===== src/rtl/mem_arbiter.sv =====
// Two-port (fetch / data) arbiter in front of a single-port synchronous RAM.
// Grants are combinational with round-robin tie-break; responses follow one cycle later.
module mem_arbiter #(
    parameter logic [31:0] BASE_ADDR = 32'h8000_0000,
    parameter int          MEM_SIZE  = 65536
) (
    input  logic        clk,
    input  logic        rst_n,
    input  logic        if_req,
    input  logic [31:0] if_addr,
    output logic        if_gnt,
    output logic        if_rvalid,
    output logic [31:0] if_rdata,
    output logic        if_err,
    input  logic        d_req,
    input  logic        d_we,
    input  logic [31:0] d_addr,
    input  logic [31:0] d_wdata,
    output logic        d_gnt,
    output logic        d_rvalid,
    output logic [31:0] d_rdata,
    output logic        d_err,
    output logic [31:0] mem_addr,
    output logic        mem_we,
    output logic [31:0] mem_wd,
    input  logic [31:0] mem_rd
);

    // Bounds are 33 bits wide so a window ending at 2^32 does not wrap to zero.
    localparam logic [32:0] LO_BOUND = {1'b0, BASE_ADDR};
    localparam logic [32:0] HI_BOUND = {1'b0, BASE_ADDR} + 33'(MEM_SIZE);

    function automatic logic addr_err(input logic [31:0] addr);
        logic [32:0] wide;
        wide = {1'b0, addr};
        return (addr[1:0] != 2'b00) || (wide < LO_BOUND) || (wide >= HI_BOUND);
    endfunction

    logic        last_gnt_r;   // 0 = fetch granted last, 1 = data granted last
    logic        rsp_valid_r;
    logic        rsp_owner_r;  // 0 = fetch, 1 = data
    logic        rsp_read_r;
    logic        rsp_err_r;

    logic        gnt_any_s;
    logic        gnt_we_s;
    logic        gnt_err_s;
    logic [31:0] gnt_addr_s;

    // Arbitration: sole requester wins, ties go to the port not granted last.
    always_comb begin
        if_gnt = 1'b0;
        d_gnt  = 1'b0;
        if (rst_n == 1'b0) begin
            if_gnt = 1'b0;
            d_gnt  = 1'b0;
        end else if (if_req && d_req) begin
            if (last_gnt_r) begin
                if_gnt = 1'b1;
            end else begin
                d_gnt = 1'b1;
            end
        end else if (if_req) begin
            if_gnt = 1'b1;
        end else if (d_req) begin
            d_gnt = 1'b1;
        end else begin
            if_gnt = 1'b0;
            d_gnt  = 1'b0;
        end
    end

    // Select the attributes of whichever request is being accepted.
    always_comb begin
        gnt_any_s  = if_gnt | d_gnt;
        gnt_we_s   = 1'b0;
        gnt_addr_s = 32'h0;
        if (d_gnt) begin
            gnt_addr_s = d_addr;
            gnt_we_s   = d_we;
        end else if (if_gnt) begin
            gnt_addr_s = if_addr;
            gnt_we_s   = 1'b0;
        end else begin
            gnt_addr_s = 32'h0;
            gnt_we_s   = 1'b0;
        end
        gnt_err_s = gnt_any_s & addr_err(gnt_addr_s);
    end

    // RAM port: driven only for an accepted, in-range, aligned request.
    always_comb begin
        mem_addr = 32'h0;
        mem_we   = 1'b0;
        mem_wd   = 32'h0;
        if (gnt_any_s && !gnt_err_s) begin
            mem_addr = gnt_addr_s - BASE_ADDR;
            mem_we   = gnt_we_s;
            mem_wd   = gnt_we_s ? d_wdata : 32'h0;
        end else begin
            mem_addr = 32'h0;
            mem_we   = 1'b0;
            mem_wd   = 32'h0;
        end
    end

    // Capture response bookkeeping and round-robin history at each grant.
    always_ff @(posedge clk or negedge rst_n) begin
        if (!rst_n) begin
            last_gnt_r  <= 1'b1;
            rsp_valid_r <= 1'b0;
            rsp_owner_r <= 1'b0;
            rsp_read_r  <= 1'b0;
            rsp_err_r   <= 1'b0;
        end else begin
            rsp_valid_r <= gnt_any_s;
            rsp_owner_r <= d_gnt;
            rsp_read_r  <= gnt_any_s & ~gnt_we_s;
            rsp_err_r   <= gnt_err_s;
            if (gnt_any_s) begin
                last_gnt_r <= d_gnt;
            end else begin
                last_gnt_r <= last_gnt_r;
            end
        end
    end

    // Route the response to its owner; read data passes straight from the RAM.
    always_comb begin
        if_rvalid = 1'b0;
        if_err    = 1'b0;
        if_rdata  = 32'h0;
        d_rvalid  = 1'b0;
        d_err     = 1'b0;
        d_rdata   = 32'h0;
        if (rsp_valid_r && rsp_owner_r) begin
            d_rvalid = 1'b1;
            d_err    = rsp_err_r;
            d_rdata  = (rsp_read_r && !rsp_err_r) ? mem_rd : 32'h0;
        end else if (rsp_valid_r) begin
            if_rvalid = 1'b1;
            if_err    = rsp_err_r;
            if_rdata  = (rsp_read_r && !rsp_err_r) ? mem_rd : 32'h0;
        end else begin
            if_rvalid = 1'b0;
            d_rvalid  = 1'b0;
        end
    end

endmodule


===== config.mk =====
export PLATFORM = sky130hd
export DESIGN_NAME = mem_arbiter
export DESIGN_NICKNAME = d
export VERILOG_FILES = /design/src/rtl/mem_arbiter.sv
export SDC_FILE = /design/constraint.sdc
export NUM_CORES = 1
export LEC_CHECK = 0
export BUFFER_PORTS_ARGS = -buffer_cell sky130_fd_sc_hd__buf_2
export CORE_AREA = 3 3 102 104
export DETAILED_ROUTE_END_ITERATION = 10
export DIE_AREA = 0 0 105 107
export PLACE_DENSITY = 0.62
export RECOVER_POWER = 100
export SLEW_MARGIN = 30
export SYNTH_ARGS = -nofsm -noshare
export SYNTH_HDL_FRONTEND = slang
export SYNTH_SLANG_ARGS = --single-unit

===== constraint.sdc =====
create_clock -name clk -period 2.2 [get_ports clk]
set_input_delay 0.33 -clock clk [delete_from_list [all_inputs] [get_ports clk]]
set_output_delay 0.33 -clock clk [all_outputs]
set_load 0.05 [all_outputs]

==> flow_summary.json, run 1 <==
{
  "drt-initial-drc-count": 111,
  "io_buffers": 249,
  "synth.distinct_cells": 37,
  "core-area_um2": 9639,
  "cap_viol_max_count": 0,
  "dr.max_layer_used": "met4",
  "place_inst": 590,
  "post-route-util_pct": 41.08,
  "hold_buffers": 0,
  "rows": 36,
  "dp_slack_ps": -132.6,
  "wl_met1_um": 3155,
  "route.met3.wl_um": 766,
  "cts_buffer_depth": 2,
  "first_pass_iters": 4,
  "cp-end-kind": "primary output",
  "dieArea_um2": 11240,
  "diodes": 0,
  "whs_ps": 294.8,
  "grt_pass1_vias": 2501,
  "failed_checks": "setup timing",
  "finalSetupViolations": 38,
  "syn_area_um2": 1618,
  "seq_area_frac_synth_pct": 7.811,
  "dominantRegCellSynth": "dfrtp_1",
  "path_class": "register to primary output",
  "yosysWarnings": 0,
  "drt-total-wl_um": 8744,
  "p_leak_nw": 2.077,
  "layout_common_cells": "buf_2, and2_1, buf_6",
  "slew_viol_final": 0,
  "worstPathArrival_ps": 1940,
  "layout_min_cycle_time_ps": 2271,
  "dr_total_vias": 2522,
  "cts-root-buf": "clkbuf_8",
  "cts-buffers-inserted": 3,
  "outcome": "finished with violations",
  "avgViaCountPerCell": 4.203,
  "initial_core_util_pct": 16.78,
  "insertion_delay_ps": 220,
  "wl_per_cell_um": 14.57,
  "synth_seq_cells": 5,
  "syn_inst": 206,
  "final_cells": 600,
  "grt_max_degree": 33,
  "place_congestion": 0.7332,
  "ir_drop_mv": 0.1089,
  "worst_pin_slew_ps": 663.3,
  "hold_path.class": "input port to asynchronous set/reset pin",
  "cts_tree": "yes",
  "areaGrowthSynthToFinish_pct": 144.8,
  "die_h_um": 107,
  "die_w_um": 105,
  "n_fill_cell": 941,
  "overflow": 0,
  "final_common_cell": "buf_2",
  "htree_levels": 1,
  "reg2reg_setup_slack_ps": 600,
  "cp_data_required_time_ps": 1870,
  "period_share_pct": 103.2,
  "synth.avg_cell_area_um2": 7.853,
  "drc_errors": 0,
  "slew_headroom_pct": 55.97,
  "fin_ws_ps": -70.95,
  "layout.nets": 601,
  "async_reset_ff_share_pct": 100.0,
  "clkTransAtPathRegs_ps": 40,
  "timing.fmax_ghz": 0.4403,
  "cts.sink_count": 5,
  "routed-wl-met2_um": 4736,
  "skew_ps": 1.879,
  "finalHoldViolCount": 0,
  "grt_use_total_pct": 13.92,
  "power_density_nw_per_um2": 223.9,
  "hpwlAfterDp_um": 6962,
  "antenna_found_initial": 0,
  "grt_pass1_wl_um": 12710,
  "io_pins": 268,
  "rsz0062_at_grt": "yes",
  "critical_path_peak_fanout": 12,
  "setup_tns_ps": -1037,
  "synth_edf_count": 0,
  "start_kind": "register",
  "drive_above_1_share_pct": 73.02,
  "ant_nets": 0
}
[cells in the mapped netlist, drive strengths merged, types with 2 or more instances]
master | number | area share (%)
and3b | 2 | 1.1
or4 | 2 | 1.2
nor3b | 32 | 21
o21ai | 2 | 0.62
buf | 28 | 13
nand2 | 4 | 0.93
and2 | 67 | 26
nor4 | 17 | 11
inv | 2 | 0.46
nor2 | 5 | 1.3
nand3 | 2 | 0.62
a22oi | 14 | 6.5
dfrtp | 4 | 6.2
clkbuf | 8 | 1.9
[report_power, final]
group	switching [mW]	internal (mW)	leakage (nW)
logic	0.380	0.231	1.99
clock network	0.0428	0.124	0.0228
registers	0.00596	0.102	0.0607
[logic make-up (layout without fill, tap and decap cells)]
family                 count (synthesis)  in the layout  synth area share (%)
flip-flops                             5              5                 7.812
AND/OR/NAND/NOR                      138            138                 65.51
AO/OA/AOI/OAI                         23             23                 10.75
buffers and inverters                 39            283                 15.70
other                                  1             18                0.2318
[through the flow]
stage,instance area (um2),power [mW]
after floorplan,2018,0.4854
after global placement,3405,0.6712
after detailed placement,3405,0.6776
after CTS,3829,0.8782
after global routing,3960,0.9376
final,3960,0.8865
[repair_timing]
item / 4_1_cts / 5_1_grt
setup buffers: 2 / 0
setup endpoints to repair: 47 / 47
gates cloned: 3 / 1
pin swaps: 5 / 3
resized for setup: 90 / 26
[sequential cells by signal, summed over array words and instances (netlist names)]
register,count
rsp_owner_r,1
last_gnt_r,1
rsp_valid_r,1
rsp_read_r,1
rsp_err_r,1
[metal layers]
layer  up-vias  track usage, %
met5         -               0
li1       1218               -
met2       166           27.45
met1      1130           15.70
met3         8           1.927
met4         0           3.093
[worst max-delay path, stage by stage, from the launching register on]
cell and delay (ps):
dfstp_2 550, nand2b_4 140, a32o_2 170, buf_4 110
o221ai_4 110, buf_12 190, nor4_4 240, buf_6 200
[final timing paths]
| path | from | to | depth (start not counted) |
|---|---|---|---|
| min in group clk | d_we | rsp_read_r | 2 |
| max in group asynchronous | rst_n | last_gnt_r | 3 |
| min reg2reg | last_gnt_r | last_gnt_r | 2 |
| min | rst_n | rsp_read_r | 3 |
| max reg2reg | last_gnt_r | rsp_err_r | 6 |
| max | last_gnt_r | mem_addr[4] | 7 |
[area by class of cell]
class                           count  area, um2  area share [%]
Clock buffer                        4      45.04           1.137
Tap cell                          133      166.4           4.202
Multi-Input combinational cell    179       1742           43.98
Sequential cell                     5      126.4           3.191
Timing Repair Buffer              276       1869           47.20
Inverter                            3      11.26          0.2844
Power figures use the tool's default switching activity.
==> run 2: changes to the inputs <==
==> config.mk (replaced) <==
export PLATFORM = sky130hd
export DESIGN_NAME = mem_arbiter
export DESIGN_NICKNAME = d
export VERILOG_FILES = /design/src/rtl/mem_arbiter.sv
export SDC_FILE = /design/constraint.sdc
export NUM_CORES = 1
export LEC_CHECK = 0
export CORE_AREA = 3 3 104 106
export DETAILED_ROUTE_END_ITERATION = 10
export DIE_AREA = 0 0 107 109
export DONT_BUFFER_PORTS = 1
export PLACE_DENSITY = 0.38
export RECOVER_POWER = 100
export SLEW_MARGIN = 30
export SYNTH_ARGS = -nofsm -noshare
export SYNTH_HDL_FRONTEND = slang
export SYNTH_SLANG_ARGS = --single-unit
==> flow_summary.json, run 2 (synthesis results as in run 1) <==
{
  "ir_drop_mv": 0.1901,
  "period_share_pct": 105.8,
  "first_pass_iters": 3,
  "p_total_uw": 842.0,
  "layout_min_cycle_time_ps": 2327,
  "cap_viol_max_count": 0,
  "finalSetupViolations": 47,
  "skew_ps": 0.6257,
  "path_class": "register to primary output",
  "initial_core_util_pct": 16.40,
  "die_h_um": 109,
  "crit_chain": "nand2b_4 -> a32o_2 -> nand4_1 -> buf_6 -> buf_12 -> nor3b_2 -> buf_6",
  "final_common_cell": "buf_12",
  "wl_met1_um": 3091,
  "rsz0062_at_grt": "yes",
  "ant_nets": 0,
  "cp-startpoint": "last_gnt_r",
  "power_density_nw_per_um2": 185.6,
  "r2r-start": "last_gnt_r",
  "path_buf_inv": 3,
  "dr_total_vias": 2044,
  "start_kind": "register",
  "routed-wl-met2_um": 4937,
  "hold_path.class": "input port to register",
  "endpoint": "mem_wd[12]",
  "path_depth": 7,
  "dp_slack_ps": 30.46,
  "grt_use_total_pct": 13.16,
  "slew_headroom_pct": 54.34,
  "cp-end-kind": "primary output",
  "max_stage_delay_ps": 540,
  "post-route-util_pct": 45.99,
  "cts-root-buf": "clkbuf_8",
  "worst_pin_slew_ps": 684.9,
  "n_fill_cell": 899,
  "drive_above_1_share_pct": 64.22,
  "route.met3.wl_um": 989,
  "critical_path_peak_fanout": 16,
  "reg2reg_setup_slack_ps": 430,
  "cts_tree": "yes",
  "wl_per_cell_um": 19.94,
  "slew_viol_final": 0,
  "final_cells": 460,
  "layout.nets": 461,
  "cts-buffers-inserted": 3,
  "cts.sink_count": 5,
  "worstPathArrival_ps": 2000,
  "insertion_delay_ps": 220,
  "die_w_um": 107,
  "drc_errors": 0,
  "clkTransAtPathRegs_ps": 30,
  "critical-path-slowest-cell": "dfstp_2",
  "core-area_um2": 9864,
  "areaGrowthSynthToFinish_pct": 180.4,
  "overflow": 0,
  "timing.fmax_ghz": 0.4298,
  "r2r_end": "rsp_err_r",
  "place_inst": 445,
  "layout_common_cells": "buf_12, and2_0, buf_6",
  "avgViaCountPerCell": 4.443,
  "cts_buffer_depth": 2,
  "outcome": "finished with violations",
  "grt_pass1_wl_um": 11890,
  "drt-total-wl_um": 9173,
  "diodes": 0,
  "path_delay_family": "flip-flops",
  "fin_ws_ps": -126.9,
  "hpwlAfterDp_um": 7228,
  "rows": 36,
  "dr.max_layer_used": "met4",
  "cp_data_required_time_ps": 1870,
  "io_buffers": 0,
  "place_congestion": 0.7621,
  "grt_max_degree": 34,
  "p_leak_nw": 1.772,
  "finalHoldViolCount": 0,
  "htree_levels": 1,
  "antenna_found_initial": 0,
  "grt_pass1_vias": 2066,
  "drt-initial-drc-count": 59,
  "setup_tns_ps": -3321,
  "timing.critical_path.mode_cell": "buf_6",
  "io_pins": 268,
  "failed_checks": "setup timing",
  "reg2regPathDepth": 6,
  "dieArea_um2": 11660
}
-- run 2: how the worst min path moves through the flow --
| stage | startpoint | end | slack, ps | depth (start not counted) |
|---|---|---|---|---|
| after floorplan | rst_n | rsp_err_r | 30 | 0 |
| after global placement | rst_n | rsp_read_r | 40 | 0 |
| after detailed placement | rst_n | rsp_read_r | 40 | 0 |
| final | d_we | rsp_read_r | 200 | 1 |
| after global routing | d_we | rsp_read_r | 200 | 1 |
| after CTS | d_we | rsp_read_r | 190 | 1 |
-- run 2: metal layers --
layer / vias to the layer above / track usage [%]
met5: - / 0
met3: 10 / 3.789
met2: 166 / 26.44
met1: 931 / 13.32
li1: 937 / -
met4: 0 / 2.922
-- run 2: power by group --
part           switching [mW]  internal (mW)  total, mW
logic                   0.355          0.212      0.567
clock network          0.0438          0.124      0.168
registers             0.00520          0.102      0.107
-- run 2: worst reg2reg max path: stages, from the launching register on --
cell	delay [ps]
dfstp_2	540
nand2b_4	140
nand2_1	130
o22ai_4	380
clkbuf_16	280
buf_4	120
o31a_1	120
-- run 2: area by class of cell --
class | count | area (um2) | area share [%]
Sequential cell | 5 | 126.4 | 2.785
Clock buffer | 4 | 45.04 | 0.9928
Timing Repair Buffer | 136 | 2376 | 52.37
Tap cell | 133 | 166.4 | 3.668
Inverter | 3 | 13.76 | 0.3034
Multi-Input combinational cell | 179 | 1809 | 39.88
-- run 2: repair_timing --
item	4_1_cts	5_1_grt
pin swaps	7	7
gates resized for setup	35	34
gates cloned	0	5
endpoints found under the setup margin	79	47
hold endpoints to repair	5	0
setup buffers	3	2
hold buffers	1	0
-- run 2: metrics by stage --
step	cell area (um2)	hold WS, ps
final	4537	203.4
after global routing	4537	204.2
after CTS	4283	194.3
after detailed placement	4053	35.22
after global placement	4053	35.19
after floorplan	2018	34.41
==> run 3: changes to the inputs <==
--- a/config.mk
+++ b/config.mk
@@ -10,7 +10,8 @@
 export DIE_AREA = 0 0 107 109
 export DONT_BUFFER_PORTS = 1
 export PLACE_DENSITY = 0.38
-export RECOVER_POWER = 100
+export RECOVER_POWER = 50
+export SETUP_SLACK_MARGIN = 0.05
 export SLEW_MARGIN = 30
 export SYNTH_ARGS = -nofsm -noshare
 export SYNTH_HDL_FRONTEND = slang
==> flow_summary.json, run 3 (synthesis results as in run 1) <==
{
  "outcome": "finished with violations",
  "failed_checks": "setup timing",
  "clock_power_share_pct": 20.8,
  "hold_path.class": "input port to register",
  "critical_path_peak_fanout": 8,
  "layout.nets": 459,
  "io_pins": 268,
  "areaGrowthSynthToFinish_pct": 174.4,
  "n_fill_cell": 887,
  "power_density_nw_per_um2": 185.7,
  "rsz0062_at_grt": "yes",
  "insertion_delay_ps": 220,
  "path_class": "register to primary output",
  "reg2reg_setup_slack_ps": 580,
  "cp-end-kind": "primary output",
  "finalHoldViolCount": 0,
  "slew_headroom_pct": 61.72,
  "drive_above_1_share_pct": 64.62,
  "antenna_found_initial": 0,
  "seqPwrFrac_pct": 12.9,
  "grt_use_total_pct": 13.38,
  "p_switching_uw": 396.5,
  "period_share_pct": 102.4,
  "htree_levels": 1,
  "critical-path-slowest-cell": "dfstp_2",
  "dieArea_um2": 11660,
  "p_total_uw": 824.3,
  "p_int_uw": 427.8,
  "dr_total_vias": 2025,
  "p_sw_share_pct": 48.10,
  "worstPathArrival_ps": 1920,
  "whs_endpoint": "rsp_read_r",
  "max_stage_delay_ps": 530,
  "cp_data_required_time_ps": 1870,
  "r2r_end": "rsp_err_r",
  "ant_nets": 0,
  "post-route-util_pct": 45.00,
  "skew_ps": 7.027,
  "fin_ws_ps": -53.18,
  "diodes": 0,
  "overflow": 0,
  "die_h_um": 109,
  "seqCellArea_um2": 126.4,
  "layout_min_cycle_time_ps": 2253,
  "min_path_cells": 1,
  "wl_per_cell_um": 19.20,
  "drt-total-wl_um": 8792,
  "grt_max_degree": 33,
  "start_kind": "register",
  "place_congestion": 0.7557,
  "r2r-start": "last_gnt_r",
  "grt_pass1_wl_um": 12260,
  "drt-initial-drc-count": 48,
  "cap_viol_max_count": 0,
  "slew_viol_final": 0,
  "first_pass_iters": 4,
  "final_common_cell": "buf_12",
  "ir_drop_mv": 0.1931,
  "drc_errors": 0,
  "multi_input_area_um2": 1728,
  "layout_common_cells": "buf_12, and2_1, buf_6",
  "cts_buffer_depth": 2,
  "hold_start": "d_we",
  "io_buffers": 0,
  "die_w_um": 107,
  "place_area_um2": 4060,
  "p_leak_nw": 1.724,
  "rows": 36,
  "worst_pin_slew_ps": 576.3,
  "core-area_um2": 9864,
  "hpwlAfterDp_um": 7303,
  "reg2regPathDepth": 6,
  "cts_tree": "yes",
  "p_comb_share_pct": 66.3,
  "grt_pass1_vias": 2050,
  "avgViaCountPerCell": 4.421,
  "stdcell_area_um2": 4439,
  "finalSetupViolations": 46,
  "cts-buffers-inserted": 3,
  "initial_core_util_pct": 16.40,
  "cts-root-buf": "clkbuf_8",
  "crit_chain": "nand2b_4 -> a32o_2 -> nand4_1 -> buf_6 -> buf_16 -> nor3b_4 -> buf_12",
  "timing.fmax_ghz": 0.4438,
  "cts.sink_count": 5,
  "clkTransAtPathRegs_ps": 40
}
[run 3: layout make-up]
type	count	share of cell area [%]
inverters	3	0.3100
clock buffers	4	1.015
well taps	133	3.749
flip-flops and latches	5	2.847
multi-input cells	179	38.92
repair buffers	134	53.16
[run 3: critical path: cells and delay by family, from the launching register on]
kind | cells | cell delay (ps)
DFF | 1 | 530
and+or+nand+nor | 3 | 460
buffers and inverters | 3 | 510
AOI/OAI and AO/OA | 1 | 200
[run 3: through the flow]
step	cells	hold slack (ps)	setup TNS [ps]	setup slack, ps
finish	458	191.9	-949.6	-53.18
global route	458	191.9	-6180	-159.9
CTS	457	187.5	-1390	-63.18
detailed placement	447	35.19	0	8.011
global placement	447	35.19	0	33.70
floorplan	223	34.41	-4598	-176.4
[run 3: worst max path at each step]
stage,endpoint,cells past startpoint,slack (ps),from
finish,mem_wd[6],7,-50,last_gnt_r
global route,mem_addr[12],6,-160,last_gnt_r
CTS,mem_wd[6],7,-60,last_gnt_r
detailed placement,mem_addr[7],6,8,last_gnt_r
global placement,mem_addr[12],6,30,if_addr[1]
floorplan,mem_wd[12],6,-180,if_addr[1]
[run 3: routing by layer]
metal  track usage (%)  vias to the layer above  part of all wire (%)
met5                 0                        -                     0
met2             26.12                      156                    55
met4             1.918                        0                  0.47
met3             4.381                        2                    11
met1             14.23                      933                    33
li1                  -                      934                     -
[run 3: what timing repair did]
action / 4_1_cts / 5_1_grt
hold endpoints to repair: 5 / 0
setup endpoints to repair: 79 / 47
setup buffers: 1 / 0
hold buffers: 1 / 0
gates resized for setup: 44 / 5
gates cloned: 4 / 1
pin swaps: 13 / 4
[run 3: power groups by stage]
stage                     sequential (mW)  clock (mW)  combinational, mW
after global routing                0.108       0.182              0.571
after global placement              0.107           0              0.505
after detailed placement            0.108           0              0.508
after CTS                           0.106       0.176              0.540
final                               0.106       0.172              0.546
after floorplan                     0.106           0              0.384
